===== config.mk =====
export PLATFORM = sky130hd
export DESIGN_NAME = afifo_rd_master
export DESIGN_NICKNAME = d
export VERILOG_FILES = /design/src/rtl/afifo_rd_pkg.sv /design/src/rtl/afifo_rd_out_reg.sv /design/src/rtl/afifo_rd_master.sv
export SDC_FILE = /design/constraint.sdc
export NUM_CORES = 1
export LEC_CHECK = 0
export ABC_AREA = 1
export BUFFER_PORTS_ARGS = -buffer_cell sky130_fd_sc_hd__buf_2
export CORE_MARGIN = 3
export CORE_UTILIZATION = 45
export DETAILED_ROUTE_END_ITERATION = 8
export GPL_ROUTABILITY_DRIVEN = 0
export PLACE_DENSITY = 0.82
export RECOVER_POWER = 25
export SYNTH_ARGS = -nofsm -noshare
export SYNTH_HDL_FRONTEND = slang
export SYNTH_HIERARCHICAL = 1
export SYNTH_SLANG_ARGS = --single-unit

===== constraint.sdc =====
create_clock -name rclk -period 1.6 [get_ports rclk]
set_input_delay 0.08 -clock rclk [delete_from_list [all_inputs] [get_ports rclk]]
set_output_delay 0.08 -clock rclk [all_outputs]
set_load 0.03 [all_outputs]

===== src/rtl/afifo_rd_pkg.sv =====
// Shared constants and state encoding for the async-FIFO read-side traffic engine.
package afifo_rd_pkg;

   localparam int DATA_WIDTH      = 8;
   localparam int ADDR_WIDTH      = 4;
   localparam int MAX_EMPTY_RETRY = 10;
   localparam int RST_CYCLES      = 4;

   typedef enum logic [1:0] {
      RST_HOLD,
      IDLE,
      READ,
      UNDERFLOW
   } rd_state_t;

endpackage


===== src/rtl/afifo_rd_out_reg.sv =====
// Single-entry holding register for captured FIFO words on a valid/ready stream.
module afifo_rd_out_reg #(
   parameter int DATA_WIDTH = afifo_rd_pkg::DATA_WIDTH
) (
   input  logic                  clk,
   input  logic                  rst_n,
   input  logic                  clr,
   input  logic                  load,
   input  logic [DATA_WIDTH-1:0] load_data,
   input  logic                  out_ready,
   output logic                  out_valid,
   output logic [DATA_WIDTH-1:0] out_data,
   output logic                  slot_free
);
   import afifo_rd_pkg::*;

   assign slot_free = !out_valid || out_ready;

   // A load in the same cycle as a downstream accept replaces the word rather than clearing valid.
   always_ff @(posedge clk) begin
      if (!rst_n) begin
         out_valid <= 1'b0;
         out_data  <= '0;
      end else if (clr) begin
         out_valid <= 1'b0;
      end else if (load) begin
         out_valid <= 1'b1;
         out_data  <= load_data;
      end else if (out_ready) begin
         out_valid <= 1'b0;
      end
   end

endmodule


===== src/rtl/afifo_rd_master.sv =====
// Read-domain traffic engine: executes burst/underflow commands against the FIFO read port
// and sequences the FIFO read-domain reset.
module afifo_rd_master #(
   parameter int DATA_WIDTH      = afifo_rd_pkg::DATA_WIDTH,
   parameter int ADDR_WIDTH      = afifo_rd_pkg::ADDR_WIDTH,
   parameter int MAX_EMPTY_RETRY = afifo_rd_pkg::MAX_EMPTY_RETRY,
   parameter int RST_CYCLES      = afifo_rd_pkg::RST_CYCLES,
   parameter int CNT_WIDTH       = ADDR_WIDTH + 1
) (
   input  logic                                 rclk,
   input  logic                                 rrst_n,
   input  logic                                 cmd_valid,
   output logic                                 cmd_ready,
   input  logic [CNT_WIDTH-1:0]                 cmd_len,
   input  logic                                 cmd_err_inject,
   input  logic                                 soft_rst_req,
   output logic                                 fifo_rrst_n,
   output logic                                 rinc,
   input  logic [DATA_WIDTH-1:0]                rdata,
   input  logic                                 rempty,
   output logic                                 out_valid,
   input  logic                                 out_ready,
   output logic [DATA_WIDTH-1:0]                out_data,
   output logic [CNT_WIDTH-1:0]                 words_left,
   output logic [$clog2(MAX_EMPTY_RETRY+1)-1:0] retry_cnt,
   output logic                                 evt_empty_stall,
   output logic                                 evt_timeout,
   output logic                                 evt_underflow,
   output logic                                 evt_done,
   output logic                                 evt_rst_done
);
   import afifo_rd_pkg::*;

   localparam int RETRY_W = $clog2(MAX_EMPTY_RETRY + 1);
   localparam int HOLD_W  = $clog2(RST_CYCLES + 1);

   rd_state_t         state;
   logic [HOLD_W-1:0] hold_cnt;
   logic              slot_free;
   logic              capture;
   logic              empty_cyc;
   logic              cmd_fire;
   logic              soft_abort;

   always_comb begin
      soft_abort = soft_rst_req && (state != RST_HOLD);
      capture    = (state == READ) && !soft_rst_req && !rempty && slot_free;
      empty_cyc  = (state == READ) && !soft_rst_req && rempty;
      cmd_fire   = cmd_valid && cmd_ready;
   end

   // Commands are held off during the rst_done pulse so nothing lands inside the reset sequence.
   assign cmd_ready       = (state == IDLE) && !soft_rst_req && !evt_rst_done;
   assign evt_underflow   = (state == UNDERFLOW) && !soft_rst_req;
   assign rinc            = capture || evt_underflow;
   assign evt_empty_stall = empty_cyc;
   assign evt_timeout     = empty_cyc && (retry_cnt == RETRY_W'(MAX_EMPTY_RETRY - 1));

   afifo_rd_out_reg #(
      .DATA_WIDTH (DATA_WIDTH)
   ) u_out_reg (
      .clk       (rclk),
      .rst_n     (rrst_n),
      .clr       (soft_abort),
      .load      (capture),
      .load_data (rdata),
      .out_ready (out_ready),
      .out_valid (out_valid),
      .out_data  (out_data),
      .slot_free (slot_free)
   );

   always_ff @(posedge rclk) begin
      if (!rrst_n) begin
         state        <= RST_HOLD;
         hold_cnt     <= '0;
         fifo_rrst_n  <= 1'b0;
         words_left   <= '0;
         retry_cnt    <= '0;
         evt_done     <= 1'b0;
         evt_rst_done <= 1'b0;
      end else begin
         evt_done     <= 1'b0;
         evt_rst_done <= 1'b0;
         if (soft_abort) begin
            state       <= RST_HOLD;
            hold_cnt    <= '0;
            fifo_rrst_n <= 1'b0;
            words_left  <= '0;
            retry_cnt   <= '0;
         end else begin
            case (state)
               RST_HOLD: begin
                  if (hold_cnt == HOLD_W'(RST_CYCLES - 1)) begin
                     fifo_rrst_n  <= 1'b1;
                     evt_rst_done <= 1'b1;
                     state        <= IDLE;
                  end else begin
                     hold_cnt <= hold_cnt + HOLD_W'(1);
                  end
               end
               IDLE: begin
                  if (cmd_fire) begin
                     if (cmd_err_inject) begin
                        state <= UNDERFLOW;
                     end else if (cmd_len == '0) begin
                        evt_done <= 1'b1;
                     end else begin
                        words_left <= cmd_len;
                        retry_cnt  <= '0;
                        state      <= READ;
                     end
                  end
               end
               READ: begin
                  if (capture) begin
                     retry_cnt <= '0;
                     if (words_left != '0) begin
                        words_left <= words_left - CNT_WIDTH'(1);
                     end
                     if (words_left == CNT_WIDTH'(1)) begin
                        evt_done <= 1'b1;
                        state    <= IDLE;
                     end
                  end else if (empty_cyc) begin
                     retry_cnt <= retry_cnt + RETRY_W'(1);
                     // Timeout abandons the rest of the burst without signalling completion.
                     if (evt_timeout) begin
                        words_left <= '0;
                        state      <= IDLE;
                     end
                  end
               end
               UNDERFLOW: begin
                  evt_done <= 1'b1;
                  state    <= IDLE;
               end
               default: state <= RST_HOLD;
            endcase
         end
      end
   end

endmodule


==> Yosys cells after proc, flatten, opt, wreduce, memory -nomap -nowiden <==
Cells that the tools add are included.
{ "totals": {"regBits": 26, "in_bits": 20, "output_inout_bits": 26, "word_cells": 93} }
{ "op_classes": {"add_sub_neg": 3, "n_eq_ne": 15, "mux": 32, "n_bitwise": 4, "reduce_logical": 30} }
{ "op_table": {"columns": ["operator", "n"], "rows": [
  ["2-to-1 mux 5 bit", 7],
  ["2-to-1 mux 4 bit", 5],
  ["2-to-1 mux 2 bit", 8],
  ["logical AND 1 bit", 10],
  ["one-hot mux 5 bit (2 select lines)", 1],
  ["inequality test 3 bit (second input constant)", 3],
  ["2-to-1 mux 1 bit", 8],
  ["inequality test 2 bit (second input constant)", 4],
  ["one-hot mux 2 bit (4 select lines)", 1],
  ["one-hot mux 4 bit (2 select lines)", 1],
  ["AND reduction 7 bit", 1],
  ["inequality test 3 x 2 -> 1 bit (second input constant)", 2],
  ["AND reduction 2 bit", 3],
  ["AND reduction 6 bit", 1],
  ["nonzero test 2 bit", 3],
  ["== test 5 x 1 -> 1 bit (second input constant)", 1],
  ["logical NOT 5 bit", 1],
  ["AND reduction 5 bit", 1],
  ["nonzero test 5 bit", 1],
  ["subtractor 5 x 1 -> 5 bit (second input constant)", 1],
  ["adder 4 x 1 -> 4 bit (second input constant)", 1],
  ["== test 2 bit (second input constant)", 2],
  ["== test 4 bit (second input constant)", 1],
  ["logical NOT 1 bit", 4],
  ["9 further kinds", 13]
]} }

==> Depth between registers and ports, before layout <==
Gate-level depths: netlist (run 1).
{ "logic_depth": {"depth_word": 8, "mapped_depth": 10, "ltp_nobuf": 10} }

==> Modules after synthesis <==
Netlist (run 1), hierarchy kept.
{ "by_module_without_submodules": {"columns": ["module", "n_inst", "cells_each", "area_per_inst_um2", "seq_area_each_um2"], "rows": [
  ["afifo_rd_master", 1, 172, 1144.8, 340.3],
  ["afifo_rd_out_reg", 1, 58, 391.6, 180.2]
]} }

==> Worst setup path before layout (run 1) <==
OpenSTA, ideal clock, no wires.
{ "synth_timing": {"path_type": "reg2reg", "start": "register retry_cnt[0]", "end": "register words_left[2]", "setup_time_ps": 114, "t_arrival_ps": 1469, "t_required_ps": 1486, "path_slack_ps": 17, "stages_incl_launch_ff": 10, "path_buffers": 0, "synth_period_minus_slack_ps": 1583, "cell_sequence": "dfxtp_1 -> ha_1 -> nor3b_1 -> nand2_2 -> nand2_2 -> nand2_4 -> nor2_4 -> nand2_1 -> nand2_1 -> nor2_1"} }
{ "synth_between": {"elab_chain_cells": 4} }
{ "synth_lines": {"columns": ["element", "line", "text"], "rows": [
  ["from (decl)", "afifo_rd_master.sv:25", "output logic [$clog2(MAX_EMPTY_RETRY+1)-1:0] retry_cnt,"],
  ["from (signal assigned)", "afifo_rd_master.sv:126", "retry_cnt <= retry_cnt + RETRY_W'(1);"],
  ["== test 4 bit", "afifo_rd_master.sv:57", "assign evt_timeout = empty_cyc && (retry_cnt == RETRY_W'(MAX_EMPTY_RETRY - 1));"],
  ["logical AND 1 bit", "afifo_rd_master.sv:57", null],
  ["inequality test 3 bit (no line)", null, null],
  ["AND reduction 7 bit (no line)", null, null],
  ["to (signal assigned)", "afifo_rd_master.sv:109", "words_left <= cmd_len;"],
  ["to (signal assigned)", "afifo_rd_master.sv:119", "words_left <= words_left - CNT_WIDTH'(1);"],
  ["to (decl)", "afifo_rd_master.sv:24", "output logic [CNT_WIDTH-1:0] words_left,"]
]} }
Every way passes these cells.
A chain may end at the register's enable or synchronous reset.

==> Final worst setup path (run 1) <==
{ "layout_timing": {"start": "register retry_cnt[0]", "end": "output evt_timeout"} }
{ "layout_between": {"elab_chain_cells": 2} }
{ "layout_lines": {"columns": ["element", "line", "text"], "rows": [
  ["== test 4 bit", "afifo_rd_master.sv:57", null],
  ["logical AND 1 bit", "afifo_rd_master.sv:57", null],
  ["to (decl)", "afifo_rd_master.sv:27", "output logic evt_timeout,"]
]} }
Every way passes these cells.

==> out/qor.yml, run 1 <==
run_status:
  status: "completed"
power:
  p_int_mw: 1.276
  p_leak_nw: 0.9107
  power.density_nw_per_um2: 1208
  p_total_mw: 2.275
  p_clk_share_pct: 14.6
  pwr-share-comb_pct: 46.3
  switchingPower_uw: 999.6
  ir_drop_mv: 0.6424
  p_seq_share_pct: 39.1
  switching_share_pct: 43.93
global_routing:
  grt.total_usage_pct: 18.29
  grt_pass1_vias: 1421
  antenna_found_initial: 0
  grt_max_degree: 15
  grt-ovfl-total: 0
  grt_pass1_wl_um: 6030
setup_path:
  crit_chain: "ha_1 -> nor3b_1 -> nand2_2 -> inv_1 -> buf_2"
  crit_arrival_ns: 1.42
  crit_family: "flip-flops"
  cp-end-kind: "output port"
  slowest_stage: "dfxtp_2"
  cp_num_buf_inv: 2
  cp-start-kind: "flip-flop"
  crit_type: "flip-flop to output port"
  max_stage_delay_ns: 0.40
  cp_max_fo: 6
  worst_ep_required_time_ns: 1.52
synth:
  syn-cell-area_um2: 1536
  yosys.area.top_type: "dfxtp_1"
  yosys_warnings: 6
  synth_area_per_cell_um2: 6.680
  yosysTopAreaCellShare_pct: 33.88
  synth_commonest_cells: "nand2_1 (49), nor2_1 (46), inv_1 (29)"
  syn-instance-count: 230
  async_flop_share_pct: 0
  synth-edff-count: 0
  synth_top_flop_cell: "dfxtp_1"
  synth.area.top_cells: "dfxtp_1 (34%), nand2_1 (12%), nor2_1 (11%)"
  ys_ff_latch: 26
  synthesis.nets: 257
  synth.distinct_cells: 26
  synthMostInstantiatedCell: "nand2_1"
  ys_seq_area_share_pct: 33.88
timing:
  period_share_pct: 93.58
  fmax_mhz: 667.9
  max_slew_margin_pct: 74.30
  fin_setup_tns_ns: 0
  drv_slew: 0
  max_slew.worst_pin.slew_ns: 0.3872
  setup_viol_count_final: 0
  finalCriticalPeriod_ns: 1.497
  finalHoldViolations: 0
  skew_ns: 0.002071
  rsz0062_at_grt: "no"
final_layout:
  synthToLayoutAreaGrowth_pct: 22.56
  fillers: 316
  n_antenna_cell: 0
  drive_gt1_share_pct: 23.59
  nets: 312
detailed_routing:
  ant_nets: 0
  avgRoutedWirePerCell_um: 10.65
  dr.pass1.iters: 4
  drc: 0
  avgViaCountPerCell: 4.628
  num_vias: 1518
  drt-initial-drc-count: 76
  wirelength_um: 3492
placed_design:
  numPortBuffers: 45
  hpwl_um: 2748
hold_path:
  hold_class: "input port to flip-flop"
floorplan:
  die_x_um: 64.43
  dieArea_um2: 4151
  start_util_pct: 48.73
  core_um2: 3153
  rows: 20
  io_pins: 46
  die_h_um: 64.43
clock_tree:
  path_clk_slew_ns: 0.14
  worstSkewPairLatency_ns: 0.32
  clock_sinks: 26
  htree_num_levels: 1
  root_buffer: "clkbuf_4"
  cts_max_path_buffers: 2
  cts_tree: "yes"
  cts_made_buffers: 3
  holdBufCountCts: 0
run:
  maxCapViolations: 0
[worst reg2reg max path, stage by stage, from the launching register on]
cell and delay, ns:
dfxtp_1 0.36, inv_2 0.13, nand3_4 0.11, nor2_4 0.15, buf_4 0.19, nand3_2 0.11
nand2_4 0.11, nor2_4 0.06, nor2_1 0.09, nor2_1 0.05
[cell type report]
cell class	count	area [um2]	share of cell area, %
multi-input combinational	166	865.8	45.98
inverter	35	131.4	6.977
sequential	26	521.8	27.71
clock buffer	4	36.28	1.927
timing repair buffer	53	272.8	14.49
tap	44	55.05	2.924
[power groups by stage]
stage | Clock (mW) | Combinational [mW] | Sequential, mW
finish | 0.332 | 1.05 | 0.890
global route | 0.377 | 1.21 | 0.918
CTS | 0.349 | 1.06 | 0.887
detailed placement | 0 | 1.06 | 0.903
global placement | 0 | 1.03 | 0.897
floorplan | 0 | 0.623 | 1.05
[kinds of logic (layout without fill, tap and decap cells)]
kind of cell / Yosys count / count (layout) / share of synthesized area (%)
AND/OR/NAND/NOR: 133 / 133 / 40.23
XOR/XNOR: 2 / 2 / 1.140
buffers and inverters: 38 / 92 / 9.934
flip-flops: 26 / 26 / 33.88
AO/OA/AOI/OAI: 24 / 24 / 9.120
adder cells (fa/ha/maj): 7 / 7 / 5.700
[cell usage in the layout (no fill, tap or decap), types with 2 or more instances in the layout]
cell / n
nor2_1: 46
nor2_4: 5
nand4_1: 3
buf_4: 9
clkbuf_1: 12
inv_2: 6
o21ai_0: 7
a21oi_1: 11
nor3_1: 4
dfxtp_1: 25
buf_2: 32
o21a_1: 2
nand3_1: 17
nand3_2: 2
clkbuf_4: 3
inv_1: 29
ha_1: 7
nand2_2: 5
nand2_1: 48
[what timing repair did]
item	4_1_cts	5_1_grt
setup buffers	1	0
endpoints found under the setup margin	1	6
pin swaps	1	1
gates resized for setup	0	3
[per-layer routing]
| layer | wire length [um] | track usage (%) | vias up |
|---|---|---|---|
| met3 | 118 | 2.600 | 2 |
| li1 | - | - | 826 |
| met4 | 29 | 6.332 | 0 |
| met1 | 1572 | 22.38 | 670 |
| met2 | 1772 | 32.60 | 20 |
| met5 | 0 | 0 | - |
[per-stage QoR]
stage / std cells / utilization (%) / hold slack, ns / worst slack [ns] / cell area, um2
floorplan: 230 / - / 0.2126 / 0.01749 / 1536
global placement: 323 / 58.61 / 0.3753 / 0.1792 / 1848
detailed placement: 323 / 58.61 / 0.3878 / 0.1523 / 1848
CTS: 328 / 60.00 / 0.02695 / 0.02585 / 1892
global route: 328 / 59.72 / 0.03915 / 0.01742 / 1883
finish: 328 / 59.72 / 0.03829 / 0.1027 / 1883
[final timing paths]
check | startpoint | end | slack (ns) | depth (start not counted)
setup / recovery | retry_cnt[0] | evt_timeout | 0.10 | 5
hold / removal | out_ready | u_out_reg/out_valid | 0.04 | 4
setup reg to reg | state[0] | words_left[4] | 0.15 | 9
hold reg to reg | hold_cnt[0] | hold_cnt[0] | 0.47 | 1
[flip-flops by register name, indices dropped and copies added, names as in the netlist]
name                 flops
evt_done                 1
evt_rst_done             1
fifo_rrst_n              1
hold_cnt                 3
retry_cnt                4
state                    2
u_out_reg/out_data       8
u_out_reg/out_valid      1
words_left               5
(Power assumes the default switching activity.)
==> inputs of run 2 (changes only) <==
- CORE_MARGIN: 3 -> 2
==> run 2 against run 1 <==
  * Combinational power hardly changed
  * Sequential cell count unchanged
  * Global-route usage is 0.34 points higher
  * Die area is 6.1% lower
  * Via count up 2.4%
  * Setup slack gained 0.0043 ns
  * Non-clock buffer count is 2 lower
  * Register-to-register slack lost 0.04 ns
  * Critical endpoint is now rinc
==> out/qor.yml, run 2 (synthesis gave the netlist of run 1 again) <==
power:
  ir_drop_mv: 0.6438  # was 0.6424 mV
  power.density_nw_per_um2: 1194  # was 1208 nW/um2
  p_leak_nw: 0.8923  # was 0.9107 nW
  p_total_mw: 2.222  # was 2.275 mW
clock_tree:
  htree_num_levels: 1  # unchanged
  cts_made_buffers: 3  # unchanged
  clock_sinks: 26  # unchanged
  root_buffer: "clkbuf_4"  # unchanged
  cts_max_path_buffers: 2  # unchanged
  cts_tree: "yes"  # unchanged
  worstSkewPairLatency_ns: 0.31  # was 0.32 ns
  path_clk_slew_ns: 0.13  # was 0.14 ns
placed_design:
  pre_cts_ws_ns: 0.09905  # was 0.1523 ns
  place_area_um2: 1836  # was 1848 um2
  numPortBuffers: 45  # unchanged
  post-place-cells: 323  # unchanged
  hpwl_um: 2798  # was 2748 um
final_layout:
  drive_gt1_share_pct: 23.49  # was 23.59%
  final_util_pct: 56.24  # was 59.72%
  fin_area_um2: 1862  # was 1883 um2
  nets: 310  # was 312
  n_antenna_cell: 0  # unchanged
  synthToLayoutAreaGrowth_pct: 21.17  # was 22.56%
  top_register: "u_out_reg/out_data"  # unchanged
  mostFrequentLayoutCells: "nand2_1 (49), nor2_1 (46), buf_2 (32)"  # was nand2_1 (48), nor2_1 (46), buf_2 (32)
  largest_reg_flops: 8  # unchanged
  finalNonFillerCells: 327  # was 328
  reg_top3: "u_out_reg/out_data: 8 flops, words_left: 5 flops, retry_cnt: 4 flops"  # unchanged
  final_common_cell: "nand2_1"  # unchanged
timing:
  max_slew.worst_pin.slew_ns: 0.3732  # was 0.3872 ns
  drv_slew: 0  # unchanged
  finalCriticalPeriod_ns: 1.493  # was 1.497 ns
  period_share_pct: 93.31  # was 93.58%
  skew_ns: 0.006128  # was 0.002071 ns
  fin_hold_ws_ns: 0.04596  # was 0.03829 ns
  fmax_mhz: 669.8  # was 667.9 MHz
  rsz0062_at_grt: "no"  # unchanged
  setup_viol_count_final: 0  # unchanged
  fin_setup_tns_ns: 0  # unchanged
  fin_ws_ns: 0.1070  # was 0.1027 ns
  max_slew_margin_pct: 75.22  # was 74.30%
  finalHoldViolations: 0  # unchanged
setup_path:
  cp-start-kind: "flip-flop"  # unchanged
  cp_max_fo: 4  # was 6
  reg2reg_depth: 10  # was 9
  crit_type: "flip-flop to output port"  # unchanged
  startpoint: "state[0]"  # was retry_cnt[0]
  cp-endpoint: "rinc"  # was evt_timeout
  reg2reg_from: "state[0]"  # unchanged
  crit_arrival_ns: 1.41  # was 1.42 ns
  timing.rr.end: "words_left[3]"  # was words_left[4]
  cp-end-kind: "output port"  # unchanged
  worst_ep_required_time_ns: 1.52  # about the same
  r2r_slack_ns: 0.11  # was 0.15 ns
hold_path:
  hold_class: "input port to flip-flop"  # unchanged
run_status:
  status: "completed"  # unchanged
detailed_routing:
  ant_nets: 0  # unchanged
  avgRoutedWirePerCell_um: 10.69  # was 10.65 um
  num_vias: 1555  # was 1518
  wirelength_um: 3496  # was 3492 um
  avgViaCountPerCell: 4.755  # was 4.628
  dr.pass1.iters: 4  # unchanged
  drt-initial-drc-count: 78  # was 76
  drc: 0  # unchanged
floorplan:
  io_pins: 46  # unchanged
  dieArea_um2: 3898  # was 4151 um2
  core_um2: 3311  # was 3153 um2
  die_h_um: 62.43  # was 64.43 um
  start_util_pct: 46.41  # was 48.73%
  die_x_um: 62.43  # was 64.43 um
  rows: 21  # was 20
global_routing:
  grt_max_degree: 14  # was 15
  antenna_found_initial: 0  # unchanged
  grt_pass1_vias: 1418  # was 1421
  grt_pass1_wl_um: 5906  # was 6030 um
  grt-ovfl-total: 0  # unchanged
  grt.total_usage_pct: 18.62  # was 18.29%
run:
  maxCapViolations: 0  # unchanged
==> run 2: final cells by class <==
| type | count | area (um2) |
|---|---|---|
| Fill cell | 359 | 1449 |
| Multi-Input combinational cell | 166 | 868.3 |
| Timing Repair Buffer | 51 | 257.7 |
| Tap cell | 46 | 57.56 |
| Sequential cell | 26 | 524.3 |
| Inverter | 35 | 131.4 |
| Clock buffer | 3 | 22.52 |
==> run 2: routing by layer <==
metal	track usage (%)	share of wire, %
met1	22.75	45
met3	2.703	4.3
met4	8.333	2.1
met2	32.39	48
met5	0	0
==> run 2: worst min-delay path by stage <==
| stage | depth (start not counted) | endpoint | start |
|---|---|---|---|
| floorplan | 2 | evt_rst_done | rrst_n |
| detailed placement | 4 | u_out_reg/out_valid | out_ready |
| global route | 4 | u_out_reg/out_valid | out_ready |
| CTS | 4 | u_out_reg/out_valid | out_ready |
| global placement | 4 | u_out_reg/out_valid | out_ready |
| finish | 4 | u_out_reg/out_valid | out_ready |
==> run 2: timing repair <==
item                       in CTS  in global routing
hold endpoints to repair        0                  0
buffers inserted                1                  0
hold buffers                    0                  0
setup endpoints to repair       1                  5
pin swaps                       1                  0
resized for setup               1                  4
==> run 2: worst max-delay path: stages, from the launching register on <==
cell and delay (ns):
dfxtp_1 0.37, inv_2 0.14, nand3_4 0.11, nor2_4 0.13
inv_2 0.06, o21ai_0 0.10, buf_4 0.20
==> run 2: where the power goes <==
part | leakage (nW) | switching (mW) | internal [mW] | total (mW)
Sequential | 0.212 | 0.129 | 0.768 | 0.897
Clock | 0.0138 | 0.180 | 0.0880 | 0.269
Combinational | 0.666 | 0.690 | 0.367 | 1.06
==> inputs of run 3 (changes only) <==
- SETUP_SLACK_MARGIN: default -> 0.5
- clock period: 1.6 -> 1.5 ns (I/O delays scaled with it)
==> run 3 against run 2 <==
  * Count of clock-buffer cells in the layout is 1 higher
  * Power up 40%
  * Register-to-register slack got worse by 0.03 ns
  * Sequential share of layout area is 4.5 points lower
  * Wire length is 28% higher
  * Non-clock buffer count rose by 13
  * Cell area rose by 30%
  * Setup slack lost 0.044 ns
  * Largest cell class unchanged
==> out/qor.yml, run 3 (synthesis gave the netlist of run 1 again) <==
timing:
  max_slew.worst_pin.slew_ns: 0.3659  # was 0.3732 ns
  rsz0062_at_grt: "yes"  # was no
  setup_viol_count_final: 0  # unchanged
  period_share_pct: 95.82
  finalCriticalPeriod_ns: 1.437
  fmax_mhz: 695.8
  max_slew_margin_pct: 75.71  # was 75.22%
  drv_slew: 0  # unchanged
  fin_ws_ns: 0.06277  # was 0.1070 ns
  fin_hold_ws_ns: 0.02862  # was 0.04596 ns
  finalHoldViolations: 0  # unchanged
  fin_setup_tns_ns: 0  # unchanged
  skew_ns: 0.006581  # was 0.006128 ns
setup_path:
  cp-start-kind: "flip-flop"  # unchanged
  cpMostUsedCell: "buf_6"  # was inv_2
  worst_ep_required_time_ns: 1.42  # was 1.52 ns
  crit_family: "flip-flops"  # was buffers and inverters
  slowest_stage: "dfxtp_4"  # was dfxtp_1
  cp_num_buf_inv: 3  # unchanged
  crit_type: "flip-flop to output port"  # unchanged
  cp_max_fo: 3  # was 4
  max_stage_delay_ns: 0.40  # was 0.37 ns
  crit_chain: "buf_4 -> buf_6 -> nand2_4 -> o21ai_4 -> buf_6"  # was inv_2 -> nand3_4 -> nor2_4 -> inv_2 -> o21ai_0 -> buf_4
  crit_arrival_ns: 1.36  # was 1.41 ns
  cp-end-kind: "output port"  # unchanged
power:
  ir_drop_mv: 0.8686  # was 0.6438 mV
  pwr-share-comb_pct: 52.6  # was 47.6%
  switching_share_pct: 43.24  # was 44.96%
  p_seq_share_pct: 33.5  # was 40.4%
  p_leak_nw: 1.079  # was 0.8923 nW
  switchingPower_mw: 1.350  # was 999.1 uW
  p_int_mw: 1.772  # was 1.223 mW
  power.density_nw_per_um2: 1294  # was 1194 nW/um2
  p_clk_share_pct: 13.9  # was 12.1%
  p_total_mw: 3.122  # was 2.222 mW
clock_tree:
  cts_max_path_buffers: 2  # unchanged
  root_buffer: "clkbuf_4"  # unchanged
  worstSkewPairLatency_ns: 0.34  # was 0.31 ns
  cts_tree: "yes"  # unchanged
  clock_sinks: 26  # unchanged
  holdBufCountCts: 0  # unchanged
  htree_num_levels: 1  # unchanged
  path_clk_slew_ns: 0.15  # was 0.13 ns
  cts_made_buffers: 3  # unchanged
global_routing:
  grt-ovfl-total: 0  # unchanged
  grt_max_degree: 16  # was 14
  grt_pass1_wl_um: 6920  # was 5906 um
  antenna_found_initial: 0  # unchanged
  grt.total_usage_pct: 21.72  # was 18.62%
  grt_pass1_vias: 1598  # was 1418
detailed_routing:
  ant_nets: 0  # unchanged
  wirelength_um: 4460  # was 3496 um
  drt-initial-drc-count: 43  # was 78
  dr.pass1.iters: 4  # unchanged
  num_vias: 1705  # was 1555
  drc: 0  # unchanged
  avgRoutedWirePerCell_um: 13.08  # was 10.69 um
  avgViaCountPerCell: 5.000  # was 4.755
placed_design:
  hpwl_um: 2714  # was 2798 um
  place_area_um2: 1899  # was 1836 um2
  pre_cts_ws_ns: 0.1178  # was 0.09905 ns
  numPortBuffers: 45  # unchanged
hold_path:
  hold_class: "input port to flip-flop"  # unchanged
floorplan:
  die_h_um: 62.43  # unchanged
  dieArea_um2: 3898  # unchanged
  start_util_pct: 46.41  # unchanged
  die_x_um: 62.43  # unchanged
  rows: 21  # unchanged
  core_um2: 3311  # unchanged
  io_pins: 46  # unchanged
final_layout:
  synthToLayoutAreaGrowth_pct: 57.00  # was 21.17%
  n_antenna_cell: 0  # unchanged
  fin_area_um2: 2412  # was 1862 um2
  largest_reg_flops: 8  # unchanged
  drive_gt1_share_pct: 49.49  # was 23.49%
  reg_top3: "u_out_reg/out_data: 8 flops, words_left: 5 flops, retry_cnt: 4 flops"  # unchanged
  nets: 323  # was 310
  mostFrequentLayoutCells: "nand2_1 (37), nor2_1 (35), buf_2 (25)"  # was nand2_1 (49), nor2_1 (46), buf_2 (32)
  final_common_cell: "nand2_1"  # unchanged
  top_register: "u_out_reg/out_data"  # unchanged
run:
  maxCapViolations: 0  # unchanged
run_status:
  status: "completed"  # unchanged
-- run 3: final timing paths --
path                         start                     to  slack (ns)  cells after the start
max                       state[0]                   rinc        0.06                      5
min                       rdata[7]  u_out_reg/out_data[7]        0.03                      5
max reg2reg               state[0]          words_left[2]        0.08                     10
min reg2reg  u_out_reg/out_data[7]  u_out_reg/out_data[7]        0.48                      2
-- run 3: stage by stage --
stage	util (%)	cells
6_report	72.86	341
5_1_grt	72.86	341
4_1_cts	66.52	335
3_5_place_dp	57.37	321
3_3_place_gp	57.37	321
2_1_floorplan	-	230
-- run 3: power by group through the flow --
stage / Clock, mW / Sequential (mW) / Combinational, mW
after global placement: 0 / 0.993 / 1.13
after CTS: 0.428 / 1.02 / 1.43
final: 0.433 / 1.05 / 1.64
after detailed placement: 0 / 0.995 / 1.15
after floorplan: 0 / 1.14 / 0.702
after global routing: 0.460 / 1.07 / 1.82
-- run 3: tightest hold or removal path, cell delays in order --
cell and delay [ns]:
buf_2 0.09, inv_1 0.04, nand3_1 0.05, nand2_1 0.06, nor2_1 0.04
-- run 3: area by class of cell --
| type | instances | area (um2) |
|---|---|---|
| timing repair buffer | 64 | 486.7 |
| inverter | 35 | 161.4 |
| multi-input combinational | 166 | 1089 |
| sequential | 26 | 570.5 |
| tap | 46 | 57.56 |
| clock buffer | 4 | 47.55 |
| fill | 247 | 898.4 |
-- run 3: routing by layer --
| layer | vias to the layer above | part of all wire, % | wire length, um | global-route usage [%] |
|---|---|---|---|---|
| met5 | - | 0 | 0 | 0 |
| met4 | 0 | 1.7 | 76 | 8.611 |
| met3 | 9 | 4.5 | 202 | 4.505 |
| met2 | 49 | 53 | 2357 | 38.58 |
| met1 | 798 | 41 | 1824 | 25.45 |
| li1 | 849 | - | - | - |
-- run 3: repair_timing --
action | CTS | global route
gates resized for setup | 63 | 54
setup buffers | 10 | 6
pin swaps | 17 | 13
endpoints found under the setup margin | 37 | 44
